## src/rtl/i2c_pkg.sv

```systemverilog
// Shared definitions for the I2C slave and anything that talks to it.
package i2c_pkg;

   localparam int   MAX_BYTES = 4;
   localparam logic ACK       = 1'b0;
   localparam logic NACK      = 1'b1;

   typedef enum logic [2:0] {
      IDLE,
      ADDR,
      ACK_A,
      WDATA,
      ACK_W,
      RDATA,
      ACK_R,
      WAIT_STOP
   } i2c_state_e;

   function automatic logic [7:0] lane_sel(input logic [31:0] word, input logic [1:0] idx);
      return word[{idx, 3'b000} +: 8];
   endfunction

endpackage

```

## src/rtl/i2c_line_sync.sv

```systemverilog
// Synchronizes the raw SCL/SDA levels into clk_i and derives bus edge/condition pulses.
module i2c_line_sync #(
   parameter int SYNC_STAGES = 2
) (
   input  logic clk_i,
   input  logic rst_i,
   input  logic scl_i,
   input  logic sda_i,
   output logic scl_s_o,
   output logic sda_s_o,
   output logic scl_rise_o,
   output logic scl_fall_o,
   output logic start_det_o,
   output logic stop_det_o
);

   logic [SYNC_STAGES-1:0] scl_sync_q;
   logic [SYNC_STAGES-1:0] sda_sync_q;
   logic                   scl_prev_q;
   logic                   sda_prev_q;

   // Preset to the idle bus level so leaving reset never looks like an edge.
   always_ff @(posedge clk_i) begin
      if (rst_i) begin
         scl_sync_q <= '1;
         sda_sync_q <= '1;
         scl_prev_q <= 1'b1;
         sda_prev_q <= 1'b1;
      end else begin
         scl_sync_q <= {scl_sync_q[SYNC_STAGES-2:0], scl_i};
         sda_sync_q <= {sda_sync_q[SYNC_STAGES-2:0], sda_i};
         scl_prev_q <= scl_sync_q[SYNC_STAGES-1];
         sda_prev_q <= sda_sync_q[SYNC_STAGES-1];
      end
   end

   assign scl_s_o     = scl_sync_q[SYNC_STAGES-1];
   assign sda_s_o     = sda_sync_q[SYNC_STAGES-1];
   assign scl_rise_o  =  scl_s_o & ~scl_prev_q;
   assign scl_fall_o  = ~scl_s_o &  scl_prev_q;
   assign start_det_o =  scl_s_o &  scl_prev_q &  sda_prev_q & ~sda_s_o;
   assign stop_det_o  =  scl_s_o &  scl_prev_q & ~sda_prev_q &  sda_s_o;

endmodule

```

## src/rtl/i2c_slave.sv

```systemverilog
// 7-bit address I2C slave: up to 4 write bytes into wr_data_o, reads served from a captured rd_data_i word.
//
// state     | meaning
// IDLE      | bus ignored until START
// ADDR      | shifting in address + R/W
// ACK_A     | address ACK slot (pull SDA low between two SCL falls)
// WDATA     | shifting in a write byte
// ACK_W     | write byte ACK slot
// RDATA     | driving read byte bits after each SCL fall
// ACK_R     | SDA released, master ACK/NACK sampled on SCL rise
// WAIT_STOP | not addressed / done, ignore bus until START or STOP
module i2c_slave
   import i2c_pkg::*;
#(
   parameter logic [6:0] SLAVE_ADDR  = 7'h50,
   parameter int         SYNC_STAGES = 2
) (
   input  logic        clk_i,
   input  logic        rst_i,
   input  logic        scl_i,
   input  logic        sda_i,
   output logic        scl_o,
   output logic        sda_o,
   output logic [31:0] wr_data_o,
   output logic [2:0]  wr_len_o,
   output logic        wr_valid_o,
   input  logic [31:0] rd_data_i,
   output logic        rd_req_o,
   output logic        busy_o
);

   logic scl_s, sda_s, scl_rise, scl_fall, start_det, stop_det;

   i2c_line_sync #(.SYNC_STAGES(SYNC_STAGES)) u_line_sync (
      .clk_i       (clk_i),
      .rst_i       (rst_i),
      .scl_i       (scl_i),
      .sda_i       (sda_i),
      .scl_s_o     (scl_s),
      .sda_s_o     (sda_s),
      .scl_rise_o  (scl_rise),
      .scl_fall_o  (scl_fall),
      .start_det_o (start_det),
      .stop_det_o  (stop_det)
   );

   // The synced SCL level is only consumed through its edge pulses.
   logic unused_scl_s;
   assign unused_scl_s = scl_s;

   i2c_state_e  state_q, state_d;
   logic [3:0]  bit_cnt_q, bit_cnt_d;
   logic [2:0]  byte_cnt_q, byte_cnt_d;
   logic [7:0]  shift_q, shift_d;
   logic        rw_q, rw_d;
   logic        wr_act_q, wr_act_d;
   logic        ack_drv_q, ack_drv_d;
   logic        sda_q, sda_d;
   logic        busy_q, busy_d;
   logic [31:0] wr_data_q, wr_data_d;
   logic [2:0]  wr_len_q, wr_len_d;
   logic        wr_valid_q, wr_valid_d;
   logic        rd_req_q, rd_req_d;
   logic [31:0] rd_buf_q, rd_buf_d;

   logic [7:0]  shift_nxt;
   logic [7:0]  rd_lane;
   logic        rd_bit;

   assign shift_nxt = {shift_q[6:0], sda_s};
   assign rd_lane   = lane_sel(rd_buf_q, byte_cnt_q[1:0]);
   assign rd_bit    = rd_lane[3'd7 - bit_cnt_q[2:0]];

   always_ff @(posedge clk_i) begin
      if (rst_i) begin
         state_q    <= IDLE;
         bit_cnt_q  <= '0;
         byte_cnt_q <= '0;
         shift_q    <= '0;
         rw_q       <= 1'b0;
         wr_act_q   <= 1'b0;
         ack_drv_q  <= 1'b0;
         sda_q      <= NACK;
         busy_q     <= 1'b0;
         wr_data_q  <= '0;
         wr_len_q   <= '0;
         wr_valid_q <= 1'b0;
         rd_req_q   <= 1'b0;
         rd_buf_q   <= '0;
      end else begin
         state_q    <= state_d;
         bit_cnt_q  <= bit_cnt_d;
         byte_cnt_q <= byte_cnt_d;
         shift_q    <= shift_d;
         rw_q       <= rw_d;
         wr_act_q   <= wr_act_d;
         ack_drv_q  <= ack_drv_d;
         sda_q      <= sda_d;
         busy_q     <= busy_d;
         wr_data_q  <= wr_data_d;
         wr_len_q   <= wr_len_d;
         wr_valid_q <= wr_valid_d;
         rd_req_q   <= rd_req_d;
         rd_buf_q   <= rd_buf_d;
      end
   end

   always_comb begin
      state_d    = state_q;
      bit_cnt_d  = bit_cnt_q;
      byte_cnt_d = byte_cnt_q;
      shift_d    = shift_q;
      rw_d       = rw_q;
      wr_act_d   = wr_act_q;
      ack_drv_d  = ack_drv_q;
      sda_d      = sda_q;
      busy_d     = busy_q;
      wr_data_d  = wr_data_q;
      wr_len_d   = wr_len_q;
      wr_valid_d = 1'b0;
      rd_req_d   = 1'b0;
      rd_buf_d   = rd_buf_q;

      if (start_det || stop_det) begin
         // A write is reported when it is ended, whichever condition ends it.
         if (wr_act_q && (byte_cnt_q != 3'd0)) begin
            wr_valid_d = 1'b1;
            wr_len_d   = byte_cnt_q;
         end
         sda_d      = NACK;
         busy_d     = 1'b0;
         wr_act_d   = 1'b0;
         ack_drv_d  = 1'b0;
         bit_cnt_d  = '0;
         byte_cnt_d = '0;
         state_d    = start_det ? ADDR : IDLE;
      end else begin
         unique case (state_q)
            IDLE, WAIT_STOP: begin
            end
            ADDR: begin
               if (scl_rise) begin
                  shift_d   = shift_nxt;
                  bit_cnt_d = bit_cnt_q + 4'd1;
                  if (bit_cnt_q == 4'd7) begin
                     bit_cnt_d = '0;
                     if (shift_nxt[7:1] == SLAVE_ADDR) begin
                        busy_d   = 1'b1;
                        rw_d     = shift_nxt[0];
                        wr_act_d = ~shift_nxt[0];
                        state_d  = ACK_A;
                        if (shift_nxt[0]) begin
                           rd_buf_d = rd_data_i;
                           rd_req_d = 1'b1;
                        end
                     end else begin
                        state_d = WAIT_STOP;
                     end
                  end
               end
            end
            ACK_A, ACK_W: begin
               if (scl_fall) begin
                  if (!ack_drv_q) begin
                     ack_drv_d = 1'b1;
                     sda_d     = ACK;
                  end else begin
                     ack_drv_d = 1'b0;
                     if ((state_q == ACK_A) && rw_q) begin
                        sda_d     = rd_bit;
                        bit_cnt_d = 4'd1;
                        state_d   = RDATA;
                     end else begin
                        sda_d   = NACK;
                        state_d = WDATA;
                     end
                  end
               end
            end
            WDATA: begin
               if (scl_rise) begin
                  shift_d   = shift_nxt;
                  bit_cnt_d = bit_cnt_q + 4'd1;
                  if (bit_cnt_q == 4'd7) begin
                     bit_cnt_d = '0;
                     if (byte_cnt_q < 3'(MAX_BYTES)) begin
                        wr_data_d[{byte_cnt_q[1:0], 3'b000} +: 8] = shift_nxt;
                        byte_cnt_d = byte_cnt_q + 3'd1;
                        state_d    = ACK_W;
                     end else begin
                        state_d = WAIT_STOP;
                     end
                  end
               end
            end
            RDATA: begin
               if (scl_fall) begin
                  if (bit_cnt_q == 4'd8) begin
                     sda_d     = NACK;
                     bit_cnt_d = '0;
                     state_d   = ACK_R;
                  end else begin
                     sda_d     = rd_bit;
                     bit_cnt_d = bit_cnt_q + 4'd1;
                  end
               end
            end
            ACK_R: begin
               if (scl_rise) begin
                  if (sda_s == ACK) begin
                     byte_cnt_d = (byte_cnt_q == 3'd3) ? 3'd0 : byte_cnt_q + 3'd1;
                     bit_cnt_d  = '0;
                     state_d    = RDATA;
                  end else begin
                     state_d = WAIT_STOP;
                  end
               end
            end
            default: state_d = IDLE;
         endcase
      end
   end

   assign scl_o      = 1'b1;
   assign sda_o      = sda_q;
   assign wr_data_o  = wr_data_q;
   assign wr_len_o   = wr_len_q;
   assign wr_valid_o = wr_valid_q;
   assign rd_req_o   = rd_req_q;
   assign busy_o     = busy_q;

endmodule
```

## config.mk

```make
export PLATFORM = sky130hd
export DESIGN_NAME = i2c_slave
export DESIGN_NICKNAME = d
export VERILOG_FILES = /design/src/rtl/i2c_pkg.sv /design/src/rtl/i2c_line_sync.sv /design/src/rtl/i2c_slave.sv
export SDC_FILE = /design/constraint.sdc
export NUM_CORES = 1
export LEC_CHECK = 0
export CAP_MARGIN = 25
export CELL_PAD_IN_SITES_DETAIL_PLACEMENT = 1
export CELL_PAD_IN_SITES_GLOBAL_PLACEMENT = 1
export CORE_MARGIN = 4
export CORE_UTILIZATION = 39
export CTS_CLUSTER_SIZE = 40
export DETAILED_ROUTE_END_ITERATION = 10
export PLACE_DENSITY = 0.77
export REMOVE_ABC_BUFFERS = 1
export SYNTH_ARGS = -nofsm -noshare
export SYNTH_HDL_FRONTEND = slang
export SYNTH_HIERARCHICAL = 1
export SYNTH_SLANG_ARGS = --single-unit
```

## constraint.sdc

```tcl
create_clock -name clk_i -period 2.6 [get_ports clk_i]
set_input_delay 0.26 -clock clk_i [delete_from_list [all_inputs] [get_ports clk_i]]
set_output_delay 0.26 -clock clk_i [all_outputs]
set_load 0.01 [all_outputs]
```

==> results of run 1 <==
-- critical path, delay by kind of cell (launching register included) --
kind,cells,cell delay (ns)
and+or+nand+nor,5,1.20
buffers and inverters,2,0.41
DFF,1,0.41
AOI/OAI and AO/OA,1,0.18
-- kinds of logic (layout without fill, tap and decap cells) --
kind of cell	count (synthesis)	after routing	share of synthesized area
AO/OA/AOI/OAI	120	120	0.158
flip-flops	97	97	0.445
buffers and inverters	45	117	0.0528
XOR/XNOR	2	2	0.00402
AND/OR/NAND/NOR	234	234	0.257
adder cells (fa/ha/maj)	8	8	0.0229
other	1	1	0.000860
multiplexers	15	15	0.0597
-- state kept, by name, summed over array words and instances (netlist names) --
| name | count |
|---|---|
| ack_drv_q | 1 |
| bit_cnt_q | 4 |
| busy_o | 1 |
| byte_cnt_q | 3 |
| rd_buf_q | 32 |
| rd_req_o | 1 |
| rw_q | 1 |
| sda_o | 1 |
| shift_q | 7 |
| state_q | 3 |
| u_line_sync/scl_prev_q | 1 |
| u_line_sync/scl_sync_q | 2 |
| u_line_sync/sda_prev_q | 1 |
| u_line_sync/sda_sync_q | 2 |
| wr_act_q | 1 |
| wr_data_o | 32 |
| wr_len_o | 3 |
| wr_valid_o | 1 |
-- routing by layer --
layer / vias up / global-route usage / part of all wire
met1: 1881 / 0.225 / 0.44
met3: 10 / 0.0387 / 0.040
li1: 1944 / - / -
met5: - / 0 / 0
met2: 79 / 0.329 / 0.51
met4: 0 / 0.0553 / 0.011
-- power breakdown --
group	switching, mW	total, mW	internal [mW]
logic	0.0579	0.120	0.0619
clock network	0.496	0.970	0.474
registers	0.00388	1.49	1.49
total	0.558	2.58	2.03
-- per-stage QoR --
stage	std cells	total power, mW	hold slack [ns]	utilization
finish	734	2.58	0.418	0.496
global route	734	2.69	0.435	0.496
CTS	734	2.62	0.415	0.496
detailed placement	718	1.65	0.393	0.479
global placement	718	1.65	0.401	0.479
floorplan	489	1.56	0.329	-
-- path summary, 6_finish.rpt --
kind	endpoint	start	depth (start not counted)
worst max-delay path	rd_buf_q[26]$_SDFFE_PP0P_	u_line_sync/sda_sync_q[1]$_SDFF_PP1_	8
worst min-delay path	u_line_sync/scl_sync_q[1]$_SDFF_PP1_	u_line_sync/scl_sync_q[0]$_SDFF_PP1_	1
worst max register to register	rd_buf_q[26]$_SDFFE_PP0P_	u_line_sync/sda_sync_q[1]$_SDFF_PP1_	8
worst min register to register	u_line_sync/scl_sync_q[1]$_SDFF_PP1_	u_line_sync/scl_sync_q[0]$_SDFF_PP1_	1
-- area by class of cell --
class | instances | area [um^2] | share of cell area
clock buffer | 14 | 153 | 0.0283
clock inverter | 2 | 37.5 | 0.00695
inverter | 12 | 45.0 | 0.00834
multi-input combinational | 380 | 2190 | 0.405
sequential | 97 | 1940 | 0.359
tap | 140 | 175 | 0.0324
timing repair buffer | 89 | 861 | 0.159
-- placed cells by master, fill, tap and decap left out, types with 2 or more instances in the layout --
cell type / count
o21ai_1: 2
nand4b_1: 2
clkbuf_1: 4
nand3_1: 41
nor2_1: 18
mux2i_1: 8
o31ai_1: 2
clkdlybuf4s50_1: 73
ha_1: 8
or3_1: 3
nand2_1: 119
o311ai_0: 2
o21ai_0: 13
nand3b_1: 2
nand2b_1: 5
buf_4: 14
o22ai_1: 2
a311o_1: 2
and2_1: 5
xnor2_1: 2
nor3_1: 11
a32oi_1: 2
and4b_1: 2
clkbuf_8: 10
nor4_1: 2
a21oi_1: 81
and3_1: 4
mux4_1: 6
nor2b_1: 3
o311a_1: 2
dfxtp_1: 97
inv_1: 12
or2_1: 8
==> summary.txt, run 1 <==
Outcome
  – Status: finished, final reports clean

Floorplan
  – Die Y: 114 um
  – I/O pins: 76
  – Die area: 12,900 um^2
  – Die width: around 110 um
  – Row Count: 38
  – Core area: 10,900 um^2
  – Initial Utilization: 0.401

Timing
  – # setup viols final: 0
  – Final Cycle Share: 0.883
  – Fin. Hold Viols: 0
  – Unrepaired setup endpoints after global routing: false
  – Worst Skew: 0.00711 ns
  – Final worst slack: 0.304 ns
  – Slew margin rel.: 0.576
  – Fin crit period: 2.30 ns
  – Max Slew Vio Count: 0
  – Setup_tns: 0 ns
  – Slew @ Worst Pin: roughly 0.64 ns
  – Fmax: 0.435 GHz

CTS
  – Resize count post-CTS: 0
  – Clk slew on worst S/H paths: 0.09 ns
  – CTS root buf: clkbuf_8
  – TritonCTS clock tree: done
  – Clk sinks: 97
  – Worst-skew pair later-pin latency: about 0.35 ns
  – Hold buffers post-CTS: 0
  – Clock Path Buffers: 2
  – Setup Fix Bufs, Post-CTS: 0
  – H-tree depth reported by CTS: 3
  – CTS Buf Count: 9

Synth
  – Avg Cell Area, Syn: 8.36 um^2
  – Yosys top cell area share: 0.445
  – Number of synthesized flops with an enable pin: 0
  – Leading area contributor after synthesis: dfxtp_1
  – Mapped Area: 4360 um^2
  – Sequential share of the synthesized area: 0.445
  – Post-synthesis instance total: 522
  – Dominant synthesized flop cell: dfxtp_1
  – Most frequent cells after synthesis: nand2_1 (119), dfxtp_1 (97), a21oi_1 (81), nand3_1 (41), nor2_1 (18)
  – FF+latch count, synth: 97
  – FFs w/ async S/R, synth: 0
  – Synth unique cells: 57
  – Synth warn: 6
  – Cell with the most instances after synthesis: nand2_1
  – Top cells by area, synth: dfxtp_1 (45%), nand2_1 (10%), a21oi_1 (9.3%)

Finish
  – Layout Cell Area excl Fill: 5400 um^2
  – N_diodes: 0
  – Fill cells: between 1,000 and 1,500
  – Nets: 633
  – Layout Area Growth over Synthesis: 23.9%
  – Fraction of layout cells with a size suffix above 1: 0.0589

Critical path
  – Critical path type: reg -> reg
  – Slowest cell on crit path: dfxtp_1
  – Worst setup SP type: flop
  – Worst Path Arrival: 2.57 ns
  – CP peak stage delay: between 0.4 and 0.5 ns
  – Req. time, crit path: 2.87 ns
  – Internal reg-to-reg setup slack: 0.30 ns
  – Crit Path Max Fanout: 32
  – Crit. End Element: flop
  – Worst-path cell chain: and4b_1, or2_1, buf_4, nor3_1, and3_1, buf_12, nand2_1, a21oi_1

Placement
  – Detail Placement HPWL: 8590 um
  – Pre-CTS WS: about 0.32 ns
  – DP Area: 5210 um^2
  – Port buffer count: 74
  – Placer congestion estimate: 0.817

Detailed routing
  – WL/cell: 16.0 um
  – Post-route DRC: 0
  – Routed vias/inst: 5.33
  – DR pass1 iterations: 4
  – DR iter-0 viols: 137
  – WL final: 11,700 um
  – Vias: 3,914
  – Routed Antenna Nets: 0

Job
  – Max-Cap Viols: 0

GRT
  – Initial antenna violation count: 0
  – Total gr overflow: 0
  – First-pass GRT wire length: approximately 20,000 um
  – GR Util All Layers: 0.185
  – Vias in the first global route: 4,021
  – Largest net degree at the start of global routing: 63

Power
  – PwrDens: 478 nW/um^2
  – Leak pwr: 1.79 nW
  – Peak supply drop: around 340 uV

Min path
  – Worst hold path type: reg -> reg
Note: power is estimated with default switching activity, not from simulation.
==> run 2, diff against run 1 <==
--- a/config.mk
+++ b/config.mk
@@ -9,11 +9,11 @@
 export CELL_PAD_IN_SITES_DETAIL_PLACEMENT = 1
 export CELL_PAD_IN_SITES_GLOBAL_PLACEMENT = 1
 export CORE_MARGIN = 4
-export CORE_UTILIZATION = 39
+export CORE_UTILIZATION = 40
 export CTS_CLUSTER_SIZE = 40
 export DETAILED_ROUTE_END_ITERATION = 10
-export PLACE_DENSITY = 0.77
-export REMOVE_ABC_BUFFERS = 1
+export PLACE_DENSITY = 0.79
+export SLEW_MARGIN = 15
 export SYNTH_ARGS = -nofsm -noshare
 export SYNTH_HDL_FRONTEND = slang
 export SYNTH_HIERARCHICAL = 1
==> constraint.sdc (replaced) <==
create_clock -name clk_i -period 2.8 [get_ports clk_i]
set_input_delay 0.28 -clock clk_i [delete_from_list [all_inputs] [get_ports clk_i]]
set_output_delay 0.28 -clock clk_i [all_outputs]
set_load 0.01 [all_outputs]
==> run 2 against run 1 <==
Compared with the run above:
- count of clock-buffer cells in the layout fell by 4
- sequential power fell by 7%
- global-route usage rose by 1.0 points
- non-clock buffer count fell by 4
- utilization rose by 1.7 points
- final cell count fell by 1.2%
- total power fell by 3.8%
- critical path type unchanged
- largest power group unchanged
==> summary.txt, run 2 (same netlist as run 1, synthesis figures left out) <==
Finish
  – Most frequent cells in the layout: nand2_1 (119), dfxtp_1 (97), a21oi_1 (81)
  – N_diodes: 0
  – Layout Area Growth over Synthesis: 23.2%
  – Most common cell after layout, fill and taps aside: nand2_1
  – Fraction of layout cells with a size suffix above 1: 0.0560
  – Nets: ~630

CTS
  – Worst-skew pair later-pin latency: 0.38 ns
  – Hold buffers post-CTS: 0
  – CTS root buf: clkbuf_8
  – Clock Path Buffers: 2
  – TritonCTS clock tree: done
  – Clk slew on worst S/H paths: 0.10 ns
  – Clk sinks: 97
  – Setup Fix Bufs, Post-CTS: 0
  – Resize count post-CTS: 0
  – CTS Buf Count: 9
  – H-tree depth reported by CTS: 3

Detailed routing
  – DR pass1 iterations: 5
  – Routed Antenna Nets: 0
  – WL/cell: 16.7 um
  – Post-route DRC: 0
  – Routed vias/inst: about 5.4
  – Vias: 3,924
  – DR iter-0 viols: 250
  – WL final: 12,100 um

Critical path
  – Req. time, crit path: 3.10 ns
  – Family with the most delay on the worst path: simple AND/OR/NAND/NOR gates
  – Worst Path Arrival: 2.60 ns
  – Critical path type: reg -> reg
  – Worst Path Buf+Inv: 1
  – Worst-path cell chain: nand3b_1, buf_4, nor4b_4, and2_1, nand3_1, a21oi_1
  – Worst R2R End: wr_data_o[6]$_SDFFE_PP0P_
  – Internal reg-to-reg setup slack: 0.50 ns
  – Slowest cell on crit path: dfxtp_1
  – Worst setup SP type: flop
  – Reg-to-reg startpoint: state_q[0]$_SDFFE_PP0P_
  – Crit Path Max Fanout: 18
  – CP peak stage delay: 0.69 ns
  – Crit. End Element: flop
  – R2R cell count: 6

Power
  – Net Sw Frac: 0.221
  – Sw Pwr: approximately 0.55 mW
  – Logic pwr share: 0.042
  – Clk network pwr share: 0.399
  – Sequential Power Share: 0.559
  – Leak pwr: 1.78 nW
  – Peak supply drop: 300 uV
  – PwrDens: 462 nW/um^2
  – Int Power: 1.94 mW

GRT
  – Met3 Usage GRT: 0.0458
  – Largest net degree at the start of global routing: between 80 and 90
  – Vias in the first global route: approximately 4,000
  – Total gr overflow: 0
  – Initial antenna violation count: 0
  – Routing usage on met1: 0.259
  – Top Usage Layer GRT: met2
  – Met2 Usage GRT: 0.319
  – GR Util All Layers: 0.195
  – First-pass GRT wire length: 20,100 um

Timing
  – Final hold slack: 0.285 ns
  – Final Cycle Share: 0.822
  – Setup_tns: 0 ns
  – # setup viols final: 0
  – Slew @ Worst Pin: 0.844 ns
  – Worst Skew: 0.0122 ns
  – Slew margin rel.: 0.437
  – Unrepaired setup endpoints after global routing: false
  – Fin crit period: 2.30 ns
  – Fin. Hold Viols: 0
  – Fmax: about 0.43 GHz
  – Max Slew Vio Count: 0

Min path
  – Hold EP: bit_cnt_q[0]$_SDFFE_PP0P_
  – Hold Path Depth: 4
  – Min-delay src: rst_i
  – Worst hold path type: in -> reg

Placement
  – Port buffer count: 74
  – Placer congestion estimate: 0.806
  – Detail Placement HPWL: between 8000 and 9000 um

Floorplan
  – Die area: about 13,000 um^2
  – Die Y: 112 um
  – Row Count: 37
  – Die width: 112 um
  – Initial Utilization: 0.417
  – Core area: 10,500 um^2
  – I/O pins: 76

Outcome
  – Status: finished, final reports clean

Synth
  – Syn_nets: 566

Job
  – Max-Cap Viols: 0
[run 2: worst max-delay path by stage]
stage | to | cells past startpoint | slack (ns) | startpoint
after floorplan | wr_data_o[8]$_SDFFE_PP0P_ | 7 | 0.93 | byte_cnt_q[0]$_SDFFE_PP0P_
after global placement | wr_data_o[5]$_SDFFE_PP0P_ | 6 | 0.60 | state_q[0]$_SDFFE_PP0P_
after detailed placement | wr_data_o[10]$_SDFFE_PP0P_ | 6 | 0.51 | state_q[0]$_SDFFE_PP0P_
after CTS | wr_data_o[10]$_SDFFE_PP0P_ | 6 | 0.49 | state_q[0]$_SDFFE_PP0P_
after global routing | wr_data_o[26]$_SDFFE_PP0P_ | 6 | 0.27 | state_q[0]$_SDFFE_PP0P_
final | wr_data_o[6]$_SDFFE_PP0P_ | 6 | 0.50 | state_q[0]$_SDFFE_PP0P_
[run 2: metal layers]
layer  up-vias  wire length [um]
met5         -                 0
met4         0               156
met3        11               492
met2        76              5660
met1      1895              5780
li1       1942                 -
[run 2: area by class of cell]
cell class                      instances  area, um^2
Tap cell                              136         170
Timing Repair Buffer                   85         818
Inverter                               12        45.0
Sequential cell                        97        1940
Multi-Input combinational cell        380        2190
Fill cell                            1271        5090
Clock inverter                          5        81.3
Clock buffer                           10         128
[run 2: power by group through the flow]
stage	Sequential, mW	Clock (mW)	Combinational (mW)
2_1_floorplan	1.42	0	0.0477
3_3_place_gp	1.42	0	0.102
4_1_cts	1.39	1.01	0.104
3_5_place_dp	1.42	0	0.104
6_report	1.39	0.991	0.104
5_1_grt	1.39	1.06	0.112
[run 2: worst min-delay path, stage by stage]
cell and delay, ns:
buf_2 0.11, nor2_1 0.10, o21ai_0 0.09, a21oi_1 0.04
[run 2: metrics by stage]
stage          power, mW  cell area [um^2]  cells   util  setup slack, ns
4_1_cts             2.51              5370    725  0.514            0.495
3_3_place_gp        1.52              5160    710  0.494            0.597
6_report            2.48              5370    725  0.514            0.497
2_1_floorplan       1.46              4360    522      -            0.926
3_5_place_dp        1.53              5160    710  0.494            0.510
5_1_grt             2.57              5370    725  0.514            0.271
